--- src/rtl/vga_sync_to_count.sv ---
// Receive-side VGA timing recovery. Rebuilds column/row counters from an active-high
// HSync/VSync pair, checks them against the frame geometry and reports lock.
module vga_sync_to_count #(
  parameter int TOTAL_COLS  = 800,
  parameter int TOTAL_ROWS  = 525,
  parameter int ACTIVE_COLS = 640,
  parameter int ACTIVE_ROWS = 480
) (
  input  logic                          i_Clk,
  input  logic                          i_Rst_L,
  input  logic                          i_HSync,
  input  logic                          i_VSync,
  output logic                          o_HSync,
  output logic                          o_VSync,
  output logic [$clog2(TOTAL_COLS)-1:0] o_Col_Count,
  output logic [$clog2(TOTAL_ROWS)-1:0] o_Row_Count,
  output logic                          o_Locked,
  output logic                          o_Sync_Err,
  output logic                          o_Frame_Start
);

  localparam int CW = $clog2(TOTAL_COLS);
  localparam int RW = $clog2(TOTAL_ROWS);
  localparam logic [CW-1:0] COL_LAST = CW'(TOTAL_COLS - 1);
  localparam logic [RW-1:0] ROW_LAST = RW'(TOTAL_ROWS - 1);

  // The active sizes only document the geometry; reject impossible combinations.
  if (ACTIVE_COLS >= TOTAL_COLS || ACTIVE_ROWS >= TOTAL_ROWS) begin : g_bad_geometry
    $error("vga_sync_to_count: active region must be smaller than the total frame");
  end

  typedef enum logic [1:0] {
    SEARCH = 2'd0,
    ALIGN  = 2'd1,
    LOCKED = 2'd2
  } state_t;

  logic          hs_q, hs_d, hs_dly_q, hs_dly_d;
  logic          vs_q, vs_d, vs_dly_q, vs_dly_d;
  logic [CW-1:0] col_q, col_d;
  logic [RW-1:0] row_q, row_d;
  state_t        state_q, state_d;
  logic          clean_q, clean_d;
  logic          locked_q, locked_d;
  logic          sync_err_q, sync_err_d;
  logic          frame_start_q, frame_start_d;
  logic          h_edge, v_edge;
  logic          col_err, row_err, timing_err;

  always_comb begin
    hs_d     = i_HSync;
    vs_d     = i_VSync;
    hs_dly_d = hs_q;
    vs_dly_d = vs_q;
    h_edge   = hs_q & ~hs_dly_q;
    v_edge   = vs_q & ~vs_dly_q;

    // Counters always follow the observed edges, even when the timing is wrong.
    if (h_edge || col_q == COL_LAST) col_d = '0;
    else                             col_d = col_q + 1'b1;

    if (v_edge)                row_d = '0;
    else if (h_edge)           row_d = (row_q == ROW_LAST) ? '0 : row_q + 1'b1;
    else                       row_d = row_q;

    frame_start_d = v_edge;

    col_err = (h_edge && col_q != COL_LAST) || (col_q == COL_LAST && !h_edge);
    row_err = (v_edge && !(row_q == ROW_LAST && h_edge)) ||
              (row_q == ROW_LAST && h_edge && !v_edge);
    timing_err = col_err | row_err;
  end

  // Lock tracking: a frame boundary only counts once a full frame since the
  // previous boundary (or since entering ALIGN) has gone by without errors.
  always_comb begin
    state_d    = state_q;
    clean_d    = clean_q;
    sync_err_d = 1'b0;
    case (state_q)
      SEARCH: begin
        if (v_edge) begin
          state_d = ALIGN;
          clean_d = 1'b1;
        end
      end
      ALIGN: begin
        if (timing_err) begin
          sync_err_d = 1'b1;
          clean_d    = 1'b0;
        end else if (v_edge) begin
          if (clean_q) state_d = LOCKED;
          clean_d = 1'b1;
        end
      end
      LOCKED: begin
        if (timing_err) begin
          state_d    = ALIGN;
          sync_err_d = 1'b1;
          clean_d    = 1'b0;
        end
      end
      default: begin
        state_d = SEARCH;
        clean_d = 1'b0;
      end
    endcase
    locked_d = (state_d == LOCKED);
  end

  always_ff @(posedge i_Clk or negedge i_Rst_L) begin
    if (!i_Rst_L) begin
      hs_q          <= 1'b0;
      hs_dly_q      <= 1'b0;
      vs_q          <= 1'b0;
      vs_dly_q      <= 1'b0;
      col_q         <= '0;
      row_q         <= '0;
      state_q       <= SEARCH;
      clean_q       <= 1'b0;
      locked_q      <= 1'b0;
      sync_err_q    <= 1'b0;
      frame_start_q <= 1'b0;
    end else begin
      hs_q          <= hs_d;
      hs_dly_q      <= hs_dly_d;
      vs_q          <= vs_d;
      vs_dly_q      <= vs_dly_d;
      col_q         <= col_d;
      row_q         <= row_d;
      state_q       <= state_d;
      clean_q       <= clean_d;
      locked_q      <= locked_d;
      sync_err_q    <= sync_err_d;
      frame_start_q <= frame_start_d;
    end
  end

  assign o_HSync       = hs_dly_q;
  assign o_VSync       = vs_dly_q;
  assign o_Col_Count   = col_q;
  assign o_Row_Count   = row_q;
  assign o_Locked      = locked_q;
  assign o_Sync_Err    = sync_err_q;
  assign o_Frame_Start = frame_start_q;

endmodule

--- config.mk ---
export PLATFORM = sky130hd
export DESIGN_NAME = vga_sync_to_count
export DESIGN_NICKNAME = d
export VERILOG_FILES = /design/src/rtl/vga_sync_to_count.sv
export SDC_FILE = /design/constraint.sdc
export NUM_CORES = 1
export LEC_CHECK = 0
export ABC_AREA = 1
export CORE_ASPECT_RATIO = 0.75
export CORE_MARGIN = 3
export CORE_UTILIZATION = 38
export CTS_CLUSTER_DIAMETER = 100
export DETAILED_ROUTE_END_ITERATION = 10
export PLACE_DENSITY = 0.61
export SYNTH_ARGS = -nofsm -noshare
export SYNTH_HDL_FRONTEND = slang
export SYNTH_SLANG_ARGS = --single-unit
--- constraint.sdc ---
create_clock -name i_Clk -period 5.15 [get_ports i_Clk]
set_clock_uncertainty 0.15 [all_clocks]
set_input_delay 1.03 -clock i_Clk [delete_from_list [all_inputs] [get_ports i_Clk]]
set_output_delay 1.03 -clock i_Clk [all_outputs]
set_load 0.005 [all_outputs]
Yosys cells after proc, flatten, opt, wreduce, memory -nomap -nowiden

Cells that the tools add are included.

Add/subtract/negate cells: 2
Equal/unequal tests: 7
Muxes and demuxes: 16
Bitwise gates (word level): 5
Reductions and logical operators: 14

Operators by type and width:

| cell                  | number |
|---|---|
| $mux 10               | 4 |
| $add 10x1->10 const B | 2 |
| $eq 10x10->1 const B  | 2 |
| $mux 2                | 5 |
| $ne 10x10->1 const B  | 1 |
| $pmux 2 s3            | 1 |
| $logic_and 1x1->1     | 5 |
| $mux 1                | 5 |
| $eq 2x2->1 const B    | 2 |
| $logic_not 1->1       | 3 |
| $logic_or 1x1->1      | 3 |
| $pmux 1 s3            | 1 |
| $and 1x1->1           | 2 |
| $eq 2x1->1 const B    | 1 |
| $logic_not 2->1       | 1 |
| $ne 2x2->1 const B    | 1 |
| $not 1->1             | 2 |
| $reduce_bool 2->1     | 1 |
| $reduce_or 2->1       | 1 |
| $or 1x1->1            | 1 |

Register bits after elaboration: 30
Bits of input ports: 4
Output and inout port bits: 25
Logic and storage cells: 55

Longest topological paths before layout

Gate-level depths: netlist of the first run.

Word-level depth: 10
Gate-level depth with buffers: 13

Least setup slack after synthesis of the first run

Ideal clock, no wire load.

Path kind: register -> register
Start: register col_q[0] (netlist: o_Col_Count[0])
End: register state_q[0]
Library setup time: 0.113 ns
Arrival time: 1.705 ns
Data required time: 4.887 ns
Slack: 3.182 ns
Stages on the path, launching flop included: 14
Cell sequence: dfrtp_1 -> ha_1 -> nand2_1 -> nor2_1 -> inv_1 -> nor2_2 -> nand2_1 -> ha_1 -> inv_1 -> nand4_1 -> nand3_1 -> nand3_2 -> nand2_1 -> inv_1

Longest elaborated chain between the ends: 6
Elaborated cells between the ends (all ways): 9
Classes of those cells: eq/ne: 2; mux: 3; bitwise: 1; reduce/logical: 3

Ends and longest elaborated chain:

| element                                      | RTL line | text |
|---|---|---|
| start: declaration                           | 40       | `logic [CW-1:0] col_q, col_d;` |
| start signal: assignment                     | 129      | `col_q <= col_d;` |
| $ne 10x10->1 or $eq 10x10->1 (tied branches) | 68       | `col_err = (h_edge && col_q != COL_LAST) \|\| (col_q == COL_LAST && !h_edge);` |
| $logic_and 1x1->1                            | 68       |  |
| $logic_or 1x1->1 *                           | 68       |  |
| $or 1x1->1 *                                 | 71       | `timing_err = col_err \| row_err;` |
| $mux 2, on equally long branches             | 97, 88   |  |
| $pmux 2 s3 *                                 | 80       | `case (state_q)` |
| via state_d[0]                               | 42       | `state_t state_q, state_d;` |
| end signal: assignment                       | 131      | `state_q <= state_d;` |
| end: declaration                             | 42       |  |

Mark *: on every way through the listed nets, which the timed path passes. The rest lies on a longest branch.
A chain may end at the register's enable or synchronous reset.

Worst setup path after layout of the first run

Start: register col_q[6] (netlist: o_Col_Count[6])
End: output port o_Col_Count[6]

RTL lines:

| element          | RTL line | text |
|---|---|---|
| end: declaration | 15       | `output logic [$clog2(TOTAL_COLS)-1:0] o_Col_Count,` |

No word-level cell between the ends.

==> results_dict.tcl, run 1 <==
set metrics [dict create \
    overflow 0 \
    initialDrtViolationCount 25 \
    grt_pass1_wl_mm 5.64 \
    hold_path.class "reg2reg" \
    vias 1251 \
    cts_tree "yes" \
    synth-seq-cells 30 \
    setup_tns_ns 0 \
    netlist_area_um2 1540 \
    drive_gt1_share_pct 10.3 \
    wl_mm 3.04 \
    relSlewSlack_pct 74.5 \
    multi_input_area_um2 661 \
    drc 0 \
    ys_seq_area_share_pct 48.9 \
    chipHeight_um 61.0 \
    final_max_slew_viol_count 0 \
    firstDrtPassIters 4 \
    ff_latch_area_um2 751 \
    cts_max_level 2 \
    worst-path-buf-inv 1 \
    arrival_ns 1.26 \
    cts_resized 0 \
    worstPathRequired_ns 3.97 \
    crit_chain "clkdlybuf4s50_1" \
    clk_latency_ns 0.27 \
    yosysWarnings 0 \
    fin_crit_ns 2.44 \
    dieArea_um2 4850 \
    worst-path-max-fanout 6 \
    worstSetupEndpointType "output pin" \
    setup_viol 0 \
    cp_top_family "buffers and inverters" \
    period_share_pct 47.3 \
    numCtsBuffers 5 \
    initial_core_util_pct 40.6 \
    netlist_instances 178 \
    hold_violations 0 \
    cts.sinks 30 \
    ctsRootBufferMaster "clkbuf_8" \
    nets 226 \
    syn_nets 190 \
    outcome "complete, no violations" \
    first_global_vias 1280 \
    hpwl_mm 2.33 \
    num_io_pins 29 \
    irDropWorstVdd_mv 0.152 \
    place.gp.congestion 0.826 \
    clockBufferDepth 2 \
    avgSynthCellArea_um2 8.62 \
    cts.clk_slew.worst_paths_ns 0.06 \
    port_buffers 28 \
    antenna_left 0 \
    worst_path_largest_cell_delay_ns 0.54 \
    p_per_area_nw_per_um2 308 \
    fillCellCount 348 \
    route.detailed.wl_per_inst_um 11.5 \
    grt_use_total_pct 15.1 \
    dp.cells 259 \
    worstMarginPinSlew_ns 0.382 \
    crit_type "reg2out" \
    slowest_stage "clkdlybuf4s50_1" \
    grt_max_degree 31 \
    p_leak_uw 0.000955 \
    vias_per_cell 4.72 \
    core_area_um2 3780 \
    finalNonFillerCells 265 \
    synth.distinct_cells 27 \
    fp-row-count 19 \
    post-cts-setup-buffers 0 \
    die_w_um 79.4 \
    diodes 0 \
    rsz0062_at_grt "no" \
    antenna_found_initial 0 \
    timing.fmax_ghz 0.410 \
    final_util_pct 52.1 \
    crit_path_start_kind "flop" \
    cts_hold_buf 0 \
    area_growth_syn_to_layout_pct 28.4 \
    drv_cap 0 \
]
routing by layer:
metal / wire length [µm] / up-vias / GRT usage (%) / part of all wire [%]
li1: - / 638 / - / -
met1: 1500 / 579 / 19.6 / 49
met5: 0 / - / 0 / 0
met4: 28 / 0 / 5.15 / 0.92
met3: 143 / 4 / 4.09 / 4.7
met2: 1370 / 30 / 24.8 / 45
synthesized netlist by cell type, drive strengths merged:
library cell | instances | area [µm²]
xor2 | 1 | 8.76
nor4 | 2 | 12.5
o211a | 2 | 20.0
clkinv | 1 | 3.75
nor3 | 5 | 30.0
a211oi | 1 | 7.51
inv | 32 | 120
a21oi | 11 | 55.1
o21ai | 9 | 48.8
nand2 | 30 | 120
nand4 | 2 | 18.8
nand3b | 1 | 7.51
dfrtp | 30 | 751
o22ai | 1 | 6.26
nor3b | 1 | 18.8
o21bai | 3 | 22.5
nand3 | 13 | 85.1
nor2 | 25 | 98.8
ha | 8 | 100
worst register-to-register path, cell delays in order (launching register included):
cell      delay [ns]
dfrtp_1         0.42
ha_1            0.21
nand2_1         0.06
nor2_1          0.12
inv_1           0.06
nor2_2          0.14
nand2_1         0.08
ha_1            0.28
inv_1           0.11
nand4_1         0.14
o21bai_1        0.15
nand3_1         0.10
nor2_1          0.09
area by class of cell:
| cell class | count | share of cell area [%] |
|---|---|---|
| Clock buffer | 6 | 4.19 |
| Sequential cell | 30 | 38.1 |
| Multi-Input combinational cell | 115 | 33.5 |
| Timing Repair Buffer | 29 | 14.6 |
| Tap cell | 52 | 3.30 |
| Inverter | 33 | 6.29 |
sequential cells by signal (all words and copies together), names as in the netlist:
| name | count |
|---|---|
| o_Sync_Err | 1 |
| clean_q | 1 |
| o_HSync | 1 |
| o_Locked | 1 |
| state_q | 2 |
| o_Frame_Start | 1 |
| o_VSync | 1 |
| o_Col_Count | 10 |
| hs_dly_d | 1 |
| o_Row_Count | 10 |
| vs_dly_d | 1 |
per-stage QoR:
step	worst slack [ns]	area, µm²	hold slack, ns	total power (µW)
floorplan	3.18	1540	0.222	368
global placement	3.02	1890	0.228	428
detailed placement	3.00	1890	0.234	434
CTS	2.70	1970	0.248	618
global route	2.65	1970	0.255	655
finish	2.71	1970	0.246	607
worst paths after layout:
check	start	end	slack, ns	depth (start not counted)
hold / removal	vs_dly_d$_DFF_PN0_	o_VSync$_DFF_PN0_	0.25	0
max in group asynchronous	i_Rst_L	o_Row_Count[5]$_DFFE_PN0P_	3.57	2
setup reg to reg	o_Col_Count[0]$_DFF_PN0_	o_Locked$_DFF_PN0_	2.99	12
setup / recovery	o_Col_Count[6]$_DFF_PN0_	o_Col_Count[6]	2.71	1
hold reg to reg	vs_dly_d$_DFF_PN0_	o_VSync$_DFF_PN0_	0.25	0
min in group asynchronous	i_Rst_L	o_Col_Count[3]$_DFF_PN0_	1.01	2
layout by cell type (no fill, tap or decap):
| master | netlist | final |
|---|---|---|
| nor4_1 | 2 | 2 |
| inv_1 | 30 | 30 |
| o21ai_0 | 6 | 6 |
| clkdlybuf4s50_1 | 0 | 28 |
| nand3_2 | 4 | 4 |
| nand3b_1 | 1 | 1 |
| nor3_1 | 4 | 4 |
| nor2_2 | 2 | 2 |
| nor3b_4 | 1 | 1 |
| o22ai_1 | 1 | 1 |
| dfrtp_1 | 30 | 30 |
| nand4_1 | 1 | 1 |
| xor2_1 | 1 | 1 |
| o21bai_1 | 3 | 3 |
| inv_2 | 2 | 2 |
| clkinv_1 | 1 | 1 |
| nand3_1 | 9 | 9 |
| a21oi_1 | 11 | 11 |
| buf_4 | 0 | 1 |
| nand2_1 | 27 | 27 |
| o211a_1 | 2 | 2 |
| nor2_1 | 23 | 23 |
| clkbuf_8 | 0 | 6 |
| nand4_2 | 1 | 1 |
| a211oi_1 | 1 | 1 |
| o21ai_1 | 2 | 2 |
| nand2_2 | 3 | 3 |
| ha_1 | 8 | 8 |
| nor3_2 | 1 | 1 |
| o21ai_2 | 1 | 1 |
cell families after synthesis:
logic type / count (synthesis) / share of synthesized area [%]
and+or+nand+nor: 79 / 25.5
buffers and inverters: 33 / 8.07
DFF: 30 / 48.9
AOI/OAI and AO/OA: 27 / 10.4
adders and majority gates: 8 / 6.52
xor gates and xnor gates: 1 / 0.571
report_power, final:
group          total (µW)  switching, µW  internal [µW]
clock                 179           76.6            103
sequential            291           28.6            263
combinational         136           67.3           69.0
Power figures use the tool's default switching activity.
==> inputs of run 2 (changes only) <==
PLACE_DENSITY = 0.64   (was 0.61)
clock period = 1.97 ns   (was 5.15 ns; I/O delays follow)
==> run 2 against run 1 <==
  * Non-clock buffer count is 9 higher
  * Count of clock-buffer cells in the layout is 1 higher
  * Worst setup slack worse by 2.7 ns
  * Sequential power grew to 2.5 times the previous value
  * Via count is 3.7% higher
  * Worst hold slack worse by 0.0023 ns
  * Die area stayed put
  * Cell area is 6.0% higher
  * Largest cell class unchanged
  * Highest routed layer unchanged
==> results_dict.tcl, run 2 (synthesized netlist as in run 1, its figures left out) <==
set metrics [dict create \
    outcome "complete, no violations" \
    die_w_um 79.4 \
    drv_cap 0 \
    num_io_pins 29 \
    totalPowerFinal_uw 1670 \
    worstMarginPinSlew_ns 0.389 \
    relSlewSlack_pct 73.8 \
    numCtsBuffers 5 \
    overflow 0 \
    dp.cells 266 \
    grt_pass1_wl_mm 5.60 \
    first_global_vias 1275 \
    met3_usage_pct 4.68 \
    clockBufferDepth 2 \
    final_cell_mix "30 x dfrtp_1, 28 x inv_1, 28 x clkdlybuf4s50_1" \
    hold_depth 0 \
    dieArea_um2 4850 \
    fillCellCount 332 \
    area_growth_syn_to_layout_pct 36.1 \
    ctsRootBufferMaster "clkbuf_8" \
    ff_latch_area_um2 751 \
    vias_per_cell 4.70 \
    power_switching_uw 482 \
    seqPwrFrac_pct 44.5 \
    timing.fmax_ghz 0.513 \
    drc 0 \
    worstPathRequired_ns 2.03 \
    grt_use_total_pct 15.3 \
    route.detailed.wl_per_inst_um 11.3 \
    finalNonFillerCells 276 \
    arrival_ns 2.01 \
    drive_gt1_share_pct 17.4 \
    setup_viol 0 \
    initialDrtViolationCount 49 \
    hpwl_mm 2.35 \
    worst_path_largest_cell_delay_ns 0.35 \
    place.gp.congestion 0.856 \
    diodes 0 \
    period_share_pct 99.0 \
    slowest_stage "dfrtp_1" \
    rsz0062_at_grt "yes" \
    cts_max_level 2 \
    firstDrtPassIters 4 \
    holdWs_ns 0.244 \
    busiest_layer "met2" \
    clk_latency_ns 0.28 \
    nets 235 \
    multi_input_area_um2 701 \
    vias 1297 \
    worstSetupEndpointType "flop" \
    crit_type "reg2reg" \
    fin_crit_ns 1.95 \
    irDropWorstVdd_mv 0.365 \
    cts_hold_buf 0 \
    grtUsageMet1_pct 20.5 \
    wl_mm 3.12 \
    chipHeight_um 61.0 \
    hold_violations 0 \
    worst-path-max-fanout 4 \
    power.share.switching_pct 28.9 \
    cts_tree "yes" \
    r2r_cells 12 \
    mostFrequentLayoutCell "dfrtp_1" \
    hold_path.class "reg2reg" \
    core_area_um2 3780 \
    port_buffers 28 \
    p_leak_uw 0.00101 \
    p_comb_share_pct 25.8 \
    clock_power_share_pct 29.7 \
    grtUsageMet2_pct 23.1 \
    cts.sinks 30 \
    crit_path_start_kind "flop" \
    final_max_slew_viol_count 0 \
    p_int_uw 1180 \
    crit_chain "ha_2 -> nand2_2 -> nor2_4 -> inv_2 -> nor2_4 -> nand2_2 -> ha_4 -> inv_4 -> nand4_1 -> o21bai_1 -> nand3_1 -> nor2_1" \
    initial_core_util_pct 40.6 \
    grt_max_degree 31 \
    antenna_left 0 \
    antenna_found_initial 0 \
    design_area_um2 2090 \
    dpl_cell_area_um2 1940 \
    cts.clk_slew.worst_paths_ns 0.06 \
    p_per_area_nw_per_um2 798 \
    fp-row-count 19 \
]
run 2: changes by cell type in the layout (fill, tap and decap cells not counted), sizes merged:
cell    change
buf         +9
clkinv      +1
clkbuf      +1
run 2: critical path: cells and delay by family, from the launching register on:
kind / cells / cell delay (ns)
AOI/OAI and AO/OA: 1 / 0.15
buffers and inverters: 2 / 0.10
DFF: 1 / 0.35
and+or+nand+nor: 7 / 0.66
adders and majority gates: 2 / 0.46
run 2: area by class of cell:
type,instances,share of cell area (%)
Tap cell,52,3.11
Clock buffer,7,4.13
Sequential cell,30,35.9
Timing Repair Buffer,38,17.0
Inverter,33,6.05
Multi-Input combinational cell,115,33.5
Clock inverter,1,0.240
run 2: worst paths after layout:
path	endpoint	slack, ns	start
worst max-delay path	o_Locked$_DFF_PN0_	0.02	o_Col_Count[1]$_DFF_PN0_
worst min-delay path	o_VSync$_DFF_PN0_	0.24	vs_dly_d$_DFF_PN0_
worst max register to register	o_Locked$_DFF_PN0_	0.02	o_Col_Count[1]$_DFF_PN0_
worst min register to register	o_VSync$_DFF_PN0_	0.24	vs_dly_d$_DFF_PN0_
max in group asynchronous	clean_q$_DFFE_PN0P_	1.03	i_Rst_L
min in group asynchronous	o_Col_Count[4]$_DFF_PN0_	0.36	i_Rst_L
run 2: per-stage QoR:
step                setup slack [ns]  utilization, %  TNS (ns)
global placement              0.0484            51.3         0
finish                        0.0194            55.3         0
floorplan                    0.00180               -         0
CTS                          0.00847            53.8         0
detailed placement          -0.00896            51.3  -0.00896
global route                  -0.197            55.3    -0.433
run 2: per-layer routing:
metal  routed length [µm]  up-vias
met5                    0        -
met4                   36        0
met3                  148        4
met2                 1300       31
met1                 1640      597
li1                     -      665
run 2: power by group through the flow:
stage / Combinational [µW] / Sequential [µW] / Clock (µW)
finish: 430 / 741 / 495
global route: 489 / 756 / 544
CTS: 415 / 741 / 517
detailed placement: 412 / 751 / 0
global placement: 405 / 751 / 0
floorplan: 201 / 762 / 0
run 2: timing repair:
item                                    in CTS  in global routing
endpoints found under the setup margin       2                 10
buffers inserted                             0                  2
pin swaps                                    1                 11
resized for setup                            2                  9
==> inputs of run 3 (changes only) <==
==> constraint.sdc (replaced) <==
create_clock -name i_Clk -period 1.97 [get_ports i_Clk]
set_clock_uncertainty 0.15 [all_clocks]
set_input_delay 0.4925 -clock i_Clk [delete_from_list [all_inputs] [get_ports i_Clk]]
set_output_delay 0.4925 -clock i_Clk [all_outputs]
set_load 0.005 [all_outputs]
==> run 3 against run 2 <==
  * Via count up 2.9%
  * Power up 1.3%
  * Fmax down 0.84%
  * Sequential share of layout area up 0.21 points
  * Clock power up 0.8%
  * Highest routed layer unchanged
==> results_dict.tcl, run 3 (synthesized netlist as in run 1, its figures left out) <==
set metrics [dict create \
    crit_chain "ha_2 -> nand2_1 -> nor2_1 -> inv_1 -> nor2_2 -> nand2_1 -> ha_4 -> inv_4 -> buf_4 -> nand3_1 -> nand2_1 -> nand3_1 -> inv_1" \
    slowest_stage "dfrtp_1" \
    cts_hold_buf 0 \
    core_area_um2 3780 \
    grt_max_degree 31 \
    relSlewSlack_pct 75.0 \
    grt_pass1_wl_mm 5.82 \
    worstMarginPinSlew_ns 0.376 \
    worstSetupEndpointType "flop" \
    port_buffers 28 \
    fin_crit_ns 1.97 \
    fp-row-count 19 \
    final_cell_mix "28 x inv_1, 28 x dfrtp_1, 27 x nand2_1, 27 x clkdlybuf4s50_1, 23 x nor2_1" \
    irDropWorstVdd_mv 0.365 \
    p_leak_uw 0.00102 \
    preCtsSetupSlack_ns -0.0202 \
    die_w_um 79.4 \
    overflow 0 \
    numCtsBuffers 5 \
    antenna_found_initial 0 \
    arrival_ns 1.99 \
    first_global_vias 1292 \
    worstPathRequired_ns 1.99 \
    antenna_left 0 \
    ctsRootBufferMaster "clkbuf_8" \
    num_io_pins 29 \
    dieArea_um2 4850 \
    cts.clk_slew.worst_paths_ns 0.06 \
    worst-path-max-fanout 3 \
    route.detailed.wl_per_inst_um 11.6 \
    cts_max_level 2 \
    hold_path.class "reg2reg" \
    diodes 0 \
    grt_use_total_pct 16.1 \
    clk_latency_ns 0.28 \
    cts_tree "yes" \
    fillCellCount 342 \
    vias_per_cell 4.80 \
    drive_gt1_share_pct 17.7 \
    crit_path_start_kind "flop" \
    hpwl_mm 2.38 \
    rsz0062_at_grt "yes" \
    p_per_area_nw_per_um2 810 \
    path_common_cell "nand2_1" \
    wl_mm 3.21 \
    place.gp.congestion 0.856 \
    dp.cells 266 \
    cts.sinks 30 \
    period_share_pct 99.9 \
    final_util_pct 55.1 \
    hold_violations 0 \
    clockBufferDepth 2 \
    drv_cap 0 \
    totalPowerFinal_uw 1690 \
    firstDrtPassIters 4 \
    area_growth_syn_to_layout_pct 35.8 \
    drc 0 \
    worst_path_largest_cell_delay_ns 0.36 \
    finalNonFillerCells 278 \
    fin_ws_ns 0.00289 \
    vias 1334 \
    initialDrtViolationCount 53 \
    initial_core_util_pct 40.6 \
    timing.fmax_ghz 0.508 \
    crit_type "reg2reg" \
    final_max_slew_viol_count 0 \
    setup_viol 0 \
    outcome "complete, no violations" \
    chipHeight_um 61.0 \
    nets 237 \
]
run 3: cell type report:
| cell class | count | area (µm²) | area share (%) |
|---|---|---|---|
| Clock buffer | 7 | 86.3 | 4.14 |
| Sequential cell | 30 | 753 | 36.1 |
| Timing Repair Buffer | 40 | 373 | 17.9 |
| Multi-Input combinational cell | 115 | 676 | 32.4 |
| Inverter | 33 | 126 | 6.06 |
| Clock inverter | 1 | 5.00 | 0.240 |
| Tap cell | 52 | 65.1 | 3.12 |
run 3: metrics by stage:
stage          hold WS [ns]   TNS, ns  area [µm²]
3_5_place_dp          0.233   -0.0380        1940
3_3_place_gp          0.230         0        1940
5_1_grt               0.255    -0.477        2080
6_report              0.244         0        2080
2_1_floorplan        0.0469         0        1540
4_1_cts               0.247  -0.00229        2040
run 3: where the power goes:
group	internal [µW]	switching (µW)
Clock	281	219
Sequential	686	58.5
Combinational	228	215
run 3: routing by layer:
metal	vias up	GRT usage [%]	part of all wire, %
li1	667	-	-
met2	46	22.9	41
met4	0	9.56	2.4
met1	613	21.8	51
met5	-	0	0
met3	8	4.97	5.8
run 3: critical path, delay by kind of cell, from the launching register on:
kind / cells / cell delay [ns]
buf+inv: 4 / 0.26
simple gates: 7 / 0.62
flops: 1 / 0.36
fa+ha+maj: 2 / 0.48
run 3: final timing paths:
path                                          startpoint                          to  slack, ns  cells after the start
worst max-delay path            o_Col_Count[1]$_DFF_PN0_        state_q[1]$_DFF_PN0_      0.003                     13
worst min-delay path                  hs_dly_d$_DFF_PN0_           o_HSync$_DFF_PN0_       0.24                      0
worst max register to register  o_Col_Count[1]$_DFF_PN0_        state_q[1]$_DFF_PN0_      0.003                     13
worst min register to register        hs_dly_d$_DFF_PN0_           o_HSync$_DFF_PN0_       0.24                      0
max in group asynchronous                        i_Rst_L  o_Row_Count[5]$_DFFE_PN0P_       0.92                      2
min in group asynchronous                        i_Rst_L  o_Row_Count[0]$_DFFE_PN0P_       0.45                      2
run 3: repair_timing:
action,in CTS,in global routing
pin swaps,0,6
endpoints found under the setup margin,3,10
resized for setup,2,6
buffers inserted,1,3
